--- src/rtl/alu_pkg.sv ---
`default_nettype none
// ============================================================================
// Module   : alu_pkg
// Purpose  : Shared definitions for the iterative RV32M multiply/divide unit:
//            funct3 operation encodings and the control FSM state type.
// Ports    : (package, none)
// Revision : 1.0  initial release
// ============================================================================
package alu_pkg;

  // funct3 encodings of the M-extension operations
  localparam logic [2:0] OP_MUL    = 3'b000;
  localparam logic [2:0] OP_MULH   = 3'b001;
  localparam logic [2:0] OP_MULHSU = 3'b010;
  localparam logic [2:0] OP_MULHU  = 3'b011;
  localparam logic [2:0] OP_DIV    = 3'b100;
  localparam logic [2:0] OP_DIVU   = 3'b101;
  localparam logic [2:0] OP_REM    = 3'b110;
  localparam logic [2:0] OP_REMU   = 3'b111;

  typedef enum logic [1:0] {
    IDLE = 2'd0,
    CALC = 2'd1,
    FIX  = 2'd2,
    DONE = 2'd3
  } state_e;

  // funct3[2] separates the divide family from the multiply family
  function automatic logic op_is_div(input logic [2:0] op);
    return op[2];
  endfunction

  // funct3[1] within the divide family selects the remainder
  function automatic logic op_is_rem(input logic [2:0] op);
    return op[2] & op[1];
  endfunction

endpackage
`default_nettype wire

--- src/rtl/muldiv_step.sv ---
`default_nettype none
// ============================================================================
// Module   : muldiv_step
// Purpose  : One combinational radix-2 iteration of the unsigned engine.
//            Multiply: conditional add of the multiplicand into the upper
//            half of the accumulator followed by a right shift.
//            Divide  : restoring step on {remainder, dividend/quotient}.
// Ports    : acc_i      2*XLEN  current accumulator
//            operand_i  XLEN    multiplicand (mul) or divisor (div)
//            div_mode_i 1       1 = divide step, 0 = multiply step
//            acc_o      2*XLEN  next accumulator (div: LSB left as 0)
//            qbit_o     1       quotient bit produced by a divide step
// Revision : 1.0  initial release
// ============================================================================
module muldiv_step #(
  parameter int XLEN = 32
) (
  input  logic [2*XLEN-1:0] acc_i,
  input  logic [XLEN-1:0]   operand_i,
  input  logic              div_mode_i,
  output logic [2*XLEN-1:0] acc_o,
  output logic              qbit_o
);

  logic [XLEN:0] mul_sum;
  logic [XLEN:0] div_shift;
  logic [XLEN:0] div_trial;

  always_comb begin
    // Multiply: one extra bit keeps the carry of the add before shifting.
    mul_sum   = {1'b0, acc_i[2*XLEN-1:XLEN]}
              + (acc_i[0] ? {1'b0, operand_i} : {(XLEN+1){1'b0}});
    // Divide: bring the next dividend bit into the partial remainder.
    div_shift = {acc_i[2*XLEN-1:XLEN], acc_i[XLEN-1]};
    div_trial = div_shift - {1'b0, operand_i};

    qbit_o = 1'b0;
    acc_o  = {mul_sum, acc_i[XLEN-1:1]};

    if (div_mode_i) begin
      // The partial remainder is always below the divisor, so the MSB of
      // the trial difference is exactly the borrow.
      qbit_o = ~div_trial[XLEN];
      if (qbit_o) begin
        acc_o = {div_trial[XLEN-1:0], acc_i[XLEN-2:0], 1'b0};
      end else begin
        acc_o = {div_shift[XLEN-1:0], acc_i[XLEN-2:0], 1'b0};
      end
    end
  end

endmodule
`default_nettype wire

--- src/rtl/alu_muldiv_iter.sv ---
`default_nettype none
// ============================================================================
// Module   : alu_muldiv_iter
// Purpose  : Iterative RV32M multiply/divide unit beside the execute-stage
//            ALU. Operands are reduced to magnitudes on accept, run through
//            XLEN unsigned radix-2 steps, then sign-fixed and selected.
//            Divide-by-zero and signed overflow resolve in one cycle.
// Ports    : clk          clock
//            rst          synchronous active-high reset
//            in_valid_i   request valid        in_ready_o  accept (IDLE only)
//            op_i[2:0]    funct3 operation     a_i, b_i    rs1 / rs2 operands
//            flush_i      kill op, drop result
//            out_valid_o  result valid         out_ready_i consumer takes result
//            result_o     selected result      busy_o      CALC/FIX/DONE
// Revision : 1.0  initial release
// ============================================================================
module alu_muldiv_iter
  import alu_pkg::*;
#(
  parameter int XLEN = 32
) (
  input  logic            clk,
  input  logic            rst,
  input  logic            in_valid_i,
  output logic            in_ready_o,
  input  logic [2:0]      op_i,
  input  logic [XLEN-1:0] a_i,
  input  logic [XLEN-1:0] b_i,
  input  logic            flush_i,
  output logic            out_valid_o,
  input  logic            out_ready_i,
  output logic [XLEN-1:0] result_o,
  output logic            busy_o
);

  localparam int CNT_W = $clog2(XLEN) + 1;
  localparam logic [CNT_W-1:0] LAST_CNT = CNT_W'(XLEN - 1);
  localparam logic [XLEN-1:0]  MIN_NEG  = {1'b1, {(XLEN-1){1'b0}}};

  state_e              state_q, state_d;
  logic [2:0]          op_q, op_d;
  logic [XLEN-1:0]     opd_q, opd_d;      // multiplicand or divisor magnitude
  logic [2*XLEN-1:0]   acc_q, acc_d;
  logic [CNT_W-1:0]    cnt_q, cnt_d;
  logic                neg_res_q, neg_res_d;  // negate product / quotient
  logic                neg_rem_q, neg_rem_d;  // remainder follows dividend sign
  logic [XLEN-1:0]     result_q, result_d;

  // Accept-time decode
  logic            a_signed, b_signed, a_neg, b_neg;
  logic [XLEN-1:0] abs_a, abs_b;
  logic            div_zero, div_ovf;
  logic [XLEN-1:0] special_res;

  // Engine and fix-up
  logic [2*XLEN-1:0] step_acc;
  logic              step_qbit;
  logic [2*XLEN-1:0] prod_fix;
  logic [XLEN-1:0]   quot_fix, rem_fix, fix_res;

  muldiv_step #(.XLEN(XLEN)) u_step (
    .acc_i      (acc_q),
    .operand_i  (opd_q),
    .div_mode_i (op_is_div(op_q)),
    .acc_o      (step_acc),
    .qbit_o     (step_qbit)
  );

  always_comb begin
    a_signed = (op_i == OP_MULH) || (op_i == OP_MULHSU)
            || (op_i == OP_DIV)  || (op_i == OP_REM);
    b_signed = (op_i == OP_MULH) || (op_i == OP_DIV) || (op_i == OP_REM);
    a_neg    = a_signed & a_i[XLEN-1];
    b_neg    = b_signed & b_i[XLEN-1];
    // Negating the most negative value yields 2^(XLEN-1) as an unsigned
    // magnitude, which is exactly what the unsigned engine needs.
    abs_a    = a_neg ? (~a_i + 1'b1) : a_i;
    abs_b    = b_neg ? (~b_i + 1'b1) : b_i;

    div_zero = op_is_div(op_i) && (b_i == '0);
    div_ovf  = ((op_i == OP_DIV) || (op_i == OP_REM))
            && (a_i == MIN_NEG) && (b_i == '1);

    if (div_zero) begin
      special_res = op_is_rem(op_i) ? a_i : '1;
    end else begin
      special_res = op_is_rem(op_i) ? '0 : a_i;
    end
  end

  always_comb begin
    prod_fix = neg_res_q ? (~acc_q + 1'b1) : acc_q;
    quot_fix = neg_res_q ? (~acc_q[XLEN-1:0] + 1'b1) : acc_q[XLEN-1:0];
    rem_fix  = neg_rem_q ? (~acc_q[2*XLEN-1:XLEN] + 1'b1)
                         : acc_q[2*XLEN-1:XLEN];
    case (op_q)
      OP_MUL:                       fix_res = prod_fix[XLEN-1:0];
      OP_MULH, OP_MULHSU, OP_MULHU: fix_res = prod_fix[2*XLEN-1:XLEN];
      OP_DIV, OP_DIVU:              fix_res = quot_fix;
      default:                      fix_res = rem_fix;
    endcase
  end

  always_comb begin
    state_d   = state_q;
    op_d      = op_q;
    opd_d     = opd_q;
    acc_d     = acc_q;
    cnt_d     = cnt_q;
    neg_res_d = neg_res_q;
    neg_rem_d = neg_rem_q;
    result_d  = result_q;

    case (state_q)
      IDLE: begin
        if (in_valid_i && !flush_i) begin
          op_d      = op_i;
          cnt_d     = '0;
          neg_res_d = a_neg ^ b_neg;
          neg_rem_d = a_neg;
          if (div_zero || div_ovf) begin
            result_d = special_res;
            state_d  = DONE;
          end else begin
            state_d = CALC;
          end
          // Divide runs the dividend through the accumulator against the
          // divisor; multiply shifts the multiplier out against the
          // multiplicand.
          if (op_is_div(op_i)) begin
            opd_d = abs_b;
            acc_d = {{XLEN{1'b0}}, abs_a};
          end else begin
            opd_d = abs_a;
            acc_d = {{XLEN{1'b0}}, abs_b};
          end
        end
      end
      CALC: begin
        acc_d = op_is_div(op_q) ? {step_acc[2*XLEN-1:1], step_qbit} : step_acc;
        cnt_d = cnt_q + 1'b1;
        if (cnt_q == LAST_CNT) begin
          state_d = FIX;
        end
      end
      FIX: begin
        result_d = fix_res;
        state_d  = DONE;
      end
      DONE: begin
        if (out_ready_i) begin
          state_d = IDLE;
        end
      end
      default: state_d = IDLE;
    endcase

    if (flush_i) begin
      state_d = IDLE;
    end
  end

  always_ff @(posedge clk) begin
    if (rst) begin
      state_q   <= IDLE;
      op_q      <= '0;
      opd_q     <= '0;
      acc_q     <= '0;
      cnt_q     <= '0;
      neg_res_q <= 1'b0;
      neg_rem_q <= 1'b0;
      result_q  <= '0;
    end else begin
      state_q   <= state_d;
      op_q      <= op_d;
      opd_q     <= opd_d;
      acc_q     <= acc_d;
      cnt_q     <= cnt_d;
      neg_res_q <= neg_res_d;
      neg_rem_q <= neg_rem_d;
      result_q  <= result_d;
    end
  end

  assign in_ready_o  = (state_q == IDLE);
  assign out_valid_o = (state_q == DONE);
  assign busy_o      = (state_q != IDLE);
  assign result_o    = result_q;

endmodule
`default_nettype wire
--- config.mk ---
export PLATFORM = sky130hd
export DESIGN_NAME = alu_muldiv_iter
export DESIGN_NICKNAME = d
export VERILOG_FILES = /design/src/rtl/alu_pkg.sv /design/src/rtl/muldiv_step.sv /design/src/rtl/alu_muldiv_iter.sv
export SDC_FILE = /design/constraint.sdc
export NUM_CORES = 1
export LEC_CHECK = 0
export ABC_CLOCK_PERIOD_IN_PS = 6680
export CORE_MARGIN = 2
export CORE_UTILIZATION = 55
export CTS_BUF_LIST = sky130_fd_sc_hd__clkbuf_4 sky130_fd_sc_hd__clkbuf_8
export DETAILED_ROUTE_END_ITERATION = 10
export PLACE_DENSITY = 0.75
export SLEW_MARGIN = 30
export SYNTH_ARGS = -nofsm -noshare
export SYNTH_HDL_FRONTEND = slang
export SYNTH_SLANG_ARGS = --single-unit
--- constraint.sdc ---
create_clock -name clk -period 6.68 [get_ports clk]
set_input_delay 1.67 -clock clk [delete_from_list [all_inputs] [get_ports clk]]
set_output_delay 1.67 -clock clk [all_outputs]
set_load 0.01 [all_outputs]
Yosys cells after proc, flatten, opt, wreduce, memory -nomap -nowiden
Cells that the tools add are included.
W data, S select, Z words.
{ "word_totals": {"regBits": 141, "output_inout_bits": 35, "word_cells": 97} }
{ "op_classes": {"n_addsub": 8, "n_eq_ne": 19, "mux": 27, "bitwise": 10, "n_reduce_logical": 25} }
{ "op_table": {"columns": ["op", "n"], "rows": [
  ["$mux W32", 12],
  ["$mux W64", 4],
  ["$add A32 B1 Y32 const B", 4],
  ["$not A32 Y32", 4],
  ["$pmux W64 S2", 1],
  ["$pmux W32 S3", 1],
  ["$add A64 B1 Y64 const B", 1],
  ["$eq A32 B32 Y1 const B", 2],
  ["$not A64 Y64", 1],
  ["$pmux W32 S2", 1],
  ["$add A32 B33 Y33", 1],
  ["$sub A33 B32 Y33", 1],
  ["$logic_not A32 Y1", 1],
  ["$eq A3 B3 Y1 const B", 4],
  ["$pmux W6 S2", 1],
  ["$eq A3 B2 Y1 const B", 3],
  ["$mux W2", 4],
  ["$pmux W2 S4", 1],
  ["$logic_or A1 B1 Y1", 7],
  ["$add A6 B1 Y6 const B", 1],
  ["$eq A3 B1 Y1 const B", 2],
  ["$eq A6 B5 Y1 const B", 1],
  ["$mux W6", 1],
  ["$ne A2 B1 Y1 const B", 3],
  ["other kinds (16)", 27]
]} }

Logic depth before layout (Yosys ltp)
Gate-level depths: netlist of run 1.
{ "logic_depth": {"ltp_word": 9, "depth_mapped": 15, "mapped_depth_nobuf": 13} }

By module
From an unflattened synthesis of run 1, not the netlist that was laid out.
{ "hier_totals": {"cells_unflattened": 2189, "area_unflattened_um2": 15607.5} }
{ "by_module_without_submodules": {"columns": ["module", "n_inst", "cells_per_inst", "area_per_inst_um2", "seq_area_each_um2"], "rows": [
  ["alu_muldiv_iter", 1, 1504, 10926.7, 2822.7],
  ["muldiv_step", 1, 685, 4680.7, 0.0]
]} }

Worst setup path after synthesis of run 1
No wires, ideal clock.
{ "synth_timing": {"kind": "input to register", "startpoint": "input port a_i[5]", "endpoint": "register result_q[13], in the netlist result_o[13]", "arrival_ns": 3.735, "path_slack_ns": 2.810, "cell_stages": 9, "n_path_buf": 1, "cell_sequence": "or4_1 nor3_2 and4_1 a41oi_1 o21ai_1 o21ai_1 clkbuf_1 a2111oi_0 nor4_1"} }
{ "synth_via": {"elab_chain_len": 6} }
{ "synth_lines": {"columns": ["item", "line", "rtl"], "rows": [
  ["from (decl)", "alu_muldiv_iter.sv:27", "input logic [XLEN-1:0] a_i,"],
  ["$eq A32 B32 Y1", "alu_muldiv_iter.sv:82", "&& (a_i == MIN_NEG) && (b_i == '1);"],
  ["$logic_and A1 B1 Y1 (2 in a row)", "alu_muldiv_iter.sv:82", null],
  ["$logic_or A1 B1 Y1", "alu_muldiv_iter.sv:121", "if (div_zero || div_ovf) begin"],
  ["$ne A2 B1 Y1 (no line)", null, null],
  ["$reduce_and A3 Y1 (no line)", null, null],
  ["to (signal assigned)", "alu_muldiv_iter.sv:181", "result_q <= result_d;"],
  ["to (decl)", "alu_muldiv_iter.sv:47", "logic [XLEN-1:0] result_q, result_d;"]
]} }
No other way between the ends.
A chain may end at the register's enable or synchronous reset.

Worst setup path in the final report of run 1
{ "layout_timing": {"startpoint": "input port b_i[3]", "endpoint": "register result_q[27], in the netlist result_o[27]"} }
{ "layout_via": {"elab_chain_len": 6, "word_cells_on_any_way": 11} }
{ "layout_lines": {"columns": ["item", "line", "rtl"], "rows": [
  ["from (decl)", "alu_muldiv_iter.sv:28", "input logic [XLEN-1:0] b_i,"],
  ["$logic_not A32 Y1", "alu_muldiv_iter.sv:80", "div_zero = op_is_div(op_i) && (b_i == '0);"],
  ["$logic_and A1 B1 Y1", "alu_muldiv_iter.sv:80", null],
  ["$mux W32", "alu_muldiv_iter.sv:84", "if (div_zero) begin"],
  ["$mux W32", "alu_muldiv_iter.sv:121", null],
  ["$mux W32", "alu_muldiv_iter.sv:116", "if (in_valid_i && !flush_i) begin"],
  ["$pmux W32 S2", "alu_muldiv_iter.sv:114", "case (state_q)"]
]} }
Several ways; a longest one is shown, not always the timed one. The select of a mux whose other input is x is not followed.

==> results.md, run 1 <==
- First-pass GRT wire length: 87.64 mm
- Post-Synth XOR/XNOR Area: 0.09882
- PwrDens: 151.9 nW/um2
- DRT Pass-1 Iters: 6
- Max-slew violations: 0
- Worst-margin pin slew: 1.039 ns
- Mux cell area share after synthesis: 0.03889
- Skew final: 0.03441 ns
- Hold path endpoint: opd_q[23]
- Area Overhead vs Synth: 10.38%
- Initial Utilization: 0.5554
- CP required: 7.08 ns
- Root Buffer Master: clkbuf_8
- Comb pwr share: 0.330
- MaxCap Viol Count: 0
- Core box area: 26650 um2
- R2R Path End: acc_q[61]
- Total track usage: 0.3981
- Number of clock sinks: 141
- Skew-Pair Late Insertion Delay: 0.49 ns
- Setup crit end kind: flip-flop
- Via count of the first global-routing pass: 14.59k
- Fmax: 0.1880 GHz
- Net Sw Frac: 0.4109
- Util after Layout: 0.6130
- Total power: 2.482 mW
- Internal power: 1.462 mW
- NetSw: 1.020 mW
- Clk pin slew, worst setup/hold paths: 0.10 ns
- Sequential area share after synthesis: 0.1907
- Layout cells sized above 1: 0.06522
- P_leak: 6.097 nW
- TNS Setup: 0 ns
- Synth Area in Compound Gates: 0.3117
- Min Tclk post-route: 5.320 ns
- Die H: 168.0 um
- Final setup viols: 0
- Setup bufs post-CTS: 0
- Avg WL per Cell: 23.44 um
- Row count: 60
- Top_reg_cell synth: dfxtp_1
- Setup crit start kind: input pin
- Worst Path Max Fanout: 36
- DPL Wire Length: 44.24 mm
- Largest net degree at the start of global routing: 89
- Design area: 16340 um2
- DRC violations left: 0
- Port Buffers: 106
- RSZ-0062 raised after global routing: no
- Most used routing layer: met1
- Crit path kind: input pin to flip-flop
- Final wirelength: 57.60 mm
- Sequential fraction of design power: 0.374
- M3 GR Usage: 0.06982
- Met2 Use GR: 0.5762
- Number of register bits inferred by synthesis: 141
- TritonCTS Buffers: 17
- Routability cong.: 0.9981
- Reg2Reg Launch Point: acc_q[0]
- Main combinational cell family by area after synthesis: compound AO/OA/AOI/OAI gates
- Final net count: 2251
- Routed Antenna Nets: 0
- Synth Area in Adders: 0.06526
- Vias after detailed routing: 16.66k
- Syn nets: 2252
- Post-CTS Hold Fix Bufs: 0
- Outcome: complete, no violations
- Fillers: 2481
- Post-cts resize count: 0
- Cell Area, Placed: 15910 um2
- Hold Crit Depth: 2
- Grt ovf: 0
- CTS tree: yes
- Max-slew headroom: 0.3029
- Yosys warns: 0
- Reg2Reg Setup Slack: 2.41 ns
- Mapped Cells: 2104
- Count of cell types in the netlist: 87
- # diodes: 0
- Detailed router's first-iteration violation count: 2464
- Async S/R FF share, synth: 0
- Post-synthesis simple-gate area fraction: 0.2358
- Antenna violations before repair: 0
- Clk buf depth: 2
- Avg Cell Area, Syn: 7.034 um2
- VDD IR-drop max: 132.1 uV
- Die W: 168.0 um
- Netlist Area Pre-Place: 14800 um2
- Post-synth EDFFs: 0
- Hold wc startpoint: opd_q[23]
- Final Hold Viols: 0
- Die ar.: 28240 um2
- Clk pwr share: 0.296
- Vias per std cell: 6.779
- Worst Hold Class: flip-flop to flip-flop
- Final period utilization: 0.7964
- Commonest non-fill, non-tap cell in the layout: nor2_1
- Reg2Reg Depth: 13
- Top Ports: 107
- H-tree levels: 4
- Most frequent cells in the layout: 232 x nor2_1, 221 x nand2_1, 187 x a21oi_1
- Met1 GRT Util: 0.5861
- Crit path DAT: 5.71 ns
[per-stage QoR]
stage	setup slack, ns	hold WS, ns	std cells
after detailed placement	1.003	0.4463	2424
after global placement	1.266	0.4421	2424
after global routing	1.031	0.4806	2457
after floorplan	2.810	0.4319	2104
final	1.360	0.4608	2457
after CTS	1.514	0.4580	2456
[cell type report]
class / count / area [um2] / share of cell area
clock buffers: 17 / 234.0 / 0.01432
clock inverters: 15 / 166.4 / 0.01019
inverters: 64 / 240.2 / 0.01470
multi-input cells: 1744 / 11150 / 0.6827
flip-flops and latches: 141 / 2825 / 0.1729
well taps: 341 / 426.7 / 0.02612
repair buffers: 135 / 1291 / 0.07904
[synthesized netlist by cell type, drive strengths merged, types with 20 or more instances]
master,count,area (um2)
nand4,20,125.1
ha,74,925.9
a21oi,188,940.9
nand2b,20,125.1
a31oi,30,187.7
xnor2,81,709.4
a21o,26,195.2
o211ai,50,375.4
xor2,86,753.2
a311oi,21,190.2
a211oi,46,345.3
nand3,40,200.2
mux2i,35,350.3
o21ai,168,844.6
dfxtp,141,2823
nor2,234,894.6
nand2,225,862.1
mux2,20,225.2
o22ai,25,156.4
clkbuf,128,483.0
buf,27,147.6
nor3,70,360.3
nor4,30,219.0
o31ai,33,266.5
inv,61,229.0
[how the worst max path moves through the flow]
stage                 from      endpoint  slack (ns)  cells past startpoint
global route        b_i[3]  result_o[27]        1.03                     10
finish              b_i[3]  result_o[27]        1.36                      9
floorplan           a_i[5]  result_o[13]        2.81                      9
global placement    b_i[3]  result_o[27]        1.27                      9
detailed placement  b_i[3]  result_o[27]        1.00                      9
CTS                 b_i[3]  result_o[27]        1.51                      9
[state kept, by name (all words and copies together), names as in the netlist]
signal     count
neg_rem_q      1
opd_q         32
cnt_q          6
state_q        2
acc_q         64
neg_res_q      1
op_q           3
result_o      32
[power groups by stage]
| stage | clock, mW | sequential (mW) | combinational, mW |
|---|---|---|---|
| after detailed placement | 0 | 0.945 | 0.787 |
| after CTS | 0.729 | 0.925 | 0.791 |
| after floorplan | 0 | 0.916 | 0.544 |
| after global placement | 0 | 0.944 | 0.780 |
| final | 0.734 | 0.929 | 0.819 |
| after global routing | 0.759 | 0.933 | 0.873 |
[critical path, cell delays in order]
cell and delay [ns]:
clkdlybuf4s50_1 0.51, nor4_2 0.48, nand4b_1 0.33, nor4_1 0.74, a41oi_1 0.14, o21ai_1 0.52
a21boi_4 0.85, o21ai_0 0.17, a311oi_1 0.26
[per-layer routing]
metal | routed length, um | vias to the layer above
li1 | - | 7714
met1 | 25250 | 7770
met2 | 23680 | 1037
met3 | 6367 | 136
met4 | 2307 | 0
met5 | 0 | -
[cell families after synthesis]
logic type	Yosys count
flip-flops	141
adder cells (fa/ha/maj)	76
multiplexers	55
buffers and inverters	219
AO/OA/AOI/OAI	710
AND/OR/NAND/NOR	736
XOR/XNOR	167
Power figures use the tool's default switching activity.
==> inputs of run 2 (changes only) <==
Settings changed: ABC_CLOCK_PERIOD_IN_PS 6680 to 5600.
Clock period 6.68 ns to 5.6 ns, I/O delays scaled along.
==> results.md, run 2 (synthesis gave the netlist of run 1 again) <==
- P_leak: 6.128 nW
- H-tree levels: 4
- Grt ovf: 0
- Min Tclk post-route: 4.755 ns
- Crit path top cell by count: nor4_2
- Most frequent cells in the layout: 232 x nor2_1, 221 x nand2_1, 187 x a21oi_1
- Post-CTS Hold Fix Bufs: 0
- Routability cong.: 1.026
- Setup crit start kind: input pin
- Clk pwr share: 0.306
- Net Sw Frac: 0.4140
- CTS tree: yes
- Setup bufs post-CTS: 0
- Comb pwr share: 0.323
- Die H: 168.0 um
- Fmax: 0.2103 GHz
- Total power: 3.002 mW
- MaxCap Viol Count: 0
- # diodes: 0
- PwrDens: 183.0 nW/um2
- Total track usage: 0.3977
- Internal power: 1.759 mW
- Reg2Reg Setup Slack: 1.45 ns
- Initial Utilization: 0.5554
- Final Hold Viols: 0
- Setup crit end kind: flip-flop
- Routed Antenna Nets: 0
- Worst Path Buf+Inv: 2
- Most flop-heavy register: acc_q
- First-pass GRT wire length: 87.51 mm
- Antenna violations before repair: 2
- Final net count: 2256
- DRC violations left: 0
- Via count of the first global-routing pass: 14.74k
- Clk buf depth: 2
- Highest-delay cell along the critical path: nor4_2
- Commonest non-fill, non-tap cell in the layout: nor2_1
- VDD IR-drop max: 182.1 uV
- Skew-Pair Late Insertion Delay: 0.50 ns
- Clk pin slew, worst setup/hold paths: 0.12 ns
- Worst setup margin: 0.8454 ns
- Avg WL per Cell: 23.37 um
- Vias per std cell: 6.807
- Worst-margin pin slew: 0.9674 ns
- Layout cells sized above 1: 0.06789
- Max-slew violations: 0
- Final period utilization: 0.8490
- Die W: 168.0 um
- Number of clock sinks: 141
- Crit path max-delay family: simple AND/OR/NAND/NOR gates
- Largest net degree at the start of global routing: 81
- Outcome: complete, no violations
- DPL Wire Length: 43.95 mm
- Top Ports: 107
- CP required: 5.99 ns
- Detailed router's first-iteration violation count: 2221
- DRT Pass-1 Iters: 6
- TritonCTS Buffers: 17
- Port Buffers: 106
- Worst Hold Class: flip-flop to flip-flop
- Crit path kind: input pin to flip-flop
- Post-cts resize count: 0
- NetSw: 1.243 mW
- Worst Path Max Fanout: 36
- Core box area: 26650 um2
- Setup WS pre-CTS: 0.4764 ns
- Area Overhead vs Synth: 10.85%
- Crit path DAT: 5.14 ns
- Vias after detailed routing: 16.76k
- Final setup viols: 0
- Final wirelength: 57.53 mm
- Max-slew headroom: 0.3535
- RSZ-0062 raised after global routing: no
- Critical Path Max Stage Delay: 0.74 ns
- Row count: 60
- Skew final: 0.02240 ns
- Die ar.: 28240 um2
- Sequential fraction of design power: 0.370
- Worst path cell trace: clkdlybuf4s50_1 > nor4_2 > nand4b_1 > nor4_2 > a41oi_1 > o21ai_1 > a21boi_4 > buf_4 > o21ai_0 > a311oi_1
- Util after Layout: 0.6156
- Largest register FFs: 64
- TNS Setup: 0 ns
- Worst hold margin: 0.4637 ns
- Root Buffer Master: clkbuf_8
run 2: cell types whose count changed in the layout (fill, tap and decap cells not counted), sizes merged:
cell and delta:
clkinv +3, inv -3, buf +5
run 2: through the flow:
stage               std cells  instance area (um2)
finish                   2462                16410
CTS                      2462                16410
global route             2462                16410
detailed placement       2430                15960
global placement         2430                15940
floorplan                2104                14800
run 2: power by group through the flow:
stage | clock network, mW | registers (mW) | logic [mW]
3_5_place_dp | 0 | 1.13 | 0.934
2_1_floorplan | 0 | 1.09 | 0.648
5_1_grt | 0.951 | 1.12 | 1.04
6_report | 0.920 | 1.11 | 0.970
4_1_cts | 0.914 | 1.11 | 0.940
3_3_place_gp | 0 | 1.13 | 0.930
run 2: worst reg2reg max path: cells and delay by family, from the launching register on:
kind                       cells  cell delay, ns
and+or+nand+nor                5            1.17
DFF                            1            0.62
AOI/OAI and AO/OA              5            1.53
adders and majority gates      1            0.28
buffers and inverters          1            0.45
run 2: area by class of cell:
type | instances | area (um2)
Clock inverter | 15 | 211.5
Multi-Input combinational cell | 1744 | 11160
Clock buffer | 17 | 234.0
Fill cell | 2534 | 10240
Tap cell | 341 | 426.7
Timing Repair Buffer | 140 | 1309
Inverter | 64 | 240.2
Sequential cell | 141 | 2825
run 2: worst paths after layout:
kind	from	endpoint	depth (start not counted)
worst max-delay path	b_i[3]	result_o[27]	10
worst min register to register	opd_q[25]	opd_q[25]	2
worst max register to register	acc_q[0]	acc_q[61]	12
worst min-delay path	opd_q[25]	opd_q[25]	2
run 2: metal layers:
layer,wire (um),GRT usage,vias to the layer above,share of wire
met3,6506,0.09826,193,0.11
met5,13,0,-,0.00023
li1,-,-,7732,-
met4,3043,0.1951,2,0.053
met1,24630,0.5621,7889,0.43
met2,23340,0.5605,943,0.41
==> inputs of run 3 (changes only) <==
Settings changed: ABC_CLOCK_PERIOD_IN_PS 5600 to 4000, PLACE_DENSITY 0.75 to 0.78.
Clock period 5.6 ns to 4 ns, I/O delays scaled along.
==> results.md, run 3 (synthesis gave the netlist of run 1 again) <==
- Hold wc startpoint: opd_q[24]
- Die H: 168.0 um
- Final Hold Viols: 0
- Clk pin slew, worst setup/hold paths: 0.12 ns
- Detailed router's first-iteration violation count: 2964
- Antenna violations before repair: 0
- Root Buffer Master: clkbuf_8
- Commonest non-fill, non-tap cell in the layout: nor2_1
- Port Buffers: 106
- Met1 GRT Util: 0.5726
- First-pass GRT wire length: 88.55 mm
- VDD IR-drop max: 197.7 uV
- Met2 Use GR: 0.5676
- Vias per std cell: 6.807
- DRT Pass-1 Iters: 6
- Min Tclk post-route: 3.748 ns
- Routability cong.: 1.053
- Max-slew violations: 0
- Post-cts resize count: 0
- Final setup viols: 0
- Most flop-heavy register: acc_q
- Die W: 168.0 um
- Initial Utilization: 0.5554
- Most used routing layer: met1
- Placed Cells: 2512
- Final wirelength: 58.37 mm
- Sequential cell area: 2825 um2
- RSZ-0062 raised after global routing: no
- Critical path launch point: acc_q[31]
- Skew-Pair Late Insertion Delay: 0.50 ns
- Grt ovf: 0
- Worst Path Max Fanout: 19
- Layout cells sized above 1: 0.1017
- Avg WL per Cell: 22.94 um
- Non-Filler Instances: 2545
- PwrDens: 249.2 nW/um2
- Area Overhead vs Synth: 14.96%
- Largest register FFs: 64
- TritonCTS Buffers: 17
- Final period utilization: 0.9370
- Setup WS pre-CTS: -0.0008566 ns
- Skew final: 0.02090 ns
- Most frequent cells in the layout: 232 x nor2_1, 221 x nand2_1, 187 x a21oi_1
- Multi-input gate area: 11150 um2
- Fillers: 2405
- MaxCap Viol Count: 0
- CTS tree: yes
- Crit path DAT: 4.13 ns
- P_leak: 6.541 nW
- Outcome: complete, no violations
- Setup crit start kind: flip-flop
- Clk buf depth: 2
- Top Ports: 107
- Die ar.: 28240 um2
- Total track usage: 0.4016
- DPL Wire Length: 44.75 mm
- Worst setup margin: 0.2519 ns
- Fmax: 0.2668 GHz
- Via count of the first global-routing pass: 15.24k
- Setup crit end kind: flip-flop
- Setup bufs post-CTS: 0
- Worst Hold Class: flip-flop to flip-flop
- Worst-margin pin slew: 0.8663 ns
- Routed Antenna Nets: 0
- Number of clock sinks: 141
- DRC violations left: 0
- Final net count: 2338
- Post-CTS Hold Fix Bufs: 0
- CP required: 4.38 ns
- Largest net degree at the start of global routing: 64
- H-tree levels: 4
- Vias after detailed routing: 17.33k
- Row count: 60
- M3 GR Usage: 0.08369
- Crit path kind: flip-flop to flip-flop
- Worst hold margin: 0.4608 ns
- Core box area: 26650 um2
- Max-slew headroom: 0.4225
- Reg2Reg Launch Point: acc_q[31]
## run 3: cell types whose count changed in the layout (fill, tap and decap cells not counted), sizes merged
cell and delta:
diode +1, buf +82, clkinv +1, inv -1
## run 3: layout make-up
type,instances,area share
flip-flops and latches,141,0.1660
multi-input cells,1744,0.6552
repair buffers,222,0.1146
clock buffers,17,0.01375
inverters,64,0.01412
diodes,1,0.0001471
well taps,341,0.02508
clock inverters,15,0.01110
## run 3: path summary, 6_finish.rpt
check / to / slack (ns) / cells past startpoint
hold reg to reg: opd_q[24] / 0.46 / 2
setup / recovery: acc_q[35] / 0.25 / 13
setup reg to reg: acc_q[35] / 0.25 / 13
hold / removal: opd_q[24] / 0.46 / 2
## run 3: layer usage
metal  routed length (um)  vias to the layer above  share of wire
met5                    0                        -              0
met4                 3440                        0          0.059
met3                 7578                      214           0.13
met2                23480                     1207           0.40
met1                23870                     8024           0.41
li1                     -                     7880              -
## run 3: worst max-delay path, stage by stage, from the launching register on
cell and delay [ns]:
dfxtp_1 0.46, inv_1 0.13, ha_1 0.23, fa_1 0.41, nand2b_1 0.19, a21oi_1 0.38, o211ai_1 0.17, nand3_1 0.25
a41oi_1 0.22, nand2_2 0.42, buf_4 0.25, mux2i_1 0.25, a21oi_1 0.10, a21o_1 0.19
## run 3: report_power, final
| part | internal [mW] | leakage [nW] | switching [mW] |
|---|---|---|---|
| Sequential | 1.46 | 1.15 | 0.0891 |
| Clock | 0.487 | 0.211 | 0.786 |
| Combinational | 0.537 | 5.18 | 0.879 |
## run 3: through the flow
stage	instance area [um2]	power, mW	TNS, ns	utilization
2_1_floorplan	14800	2.438	0	-
3_3_place_gp	16580	2.910	0	0.6222
3_5_place_dp	16590	2.927	-0.0008566	0.6225
4_1_cts	17010	4.158	0	0.6384
5_1_grt	17010	4.376	0	0.6384
6_report	17020	4.240	0	0.6385
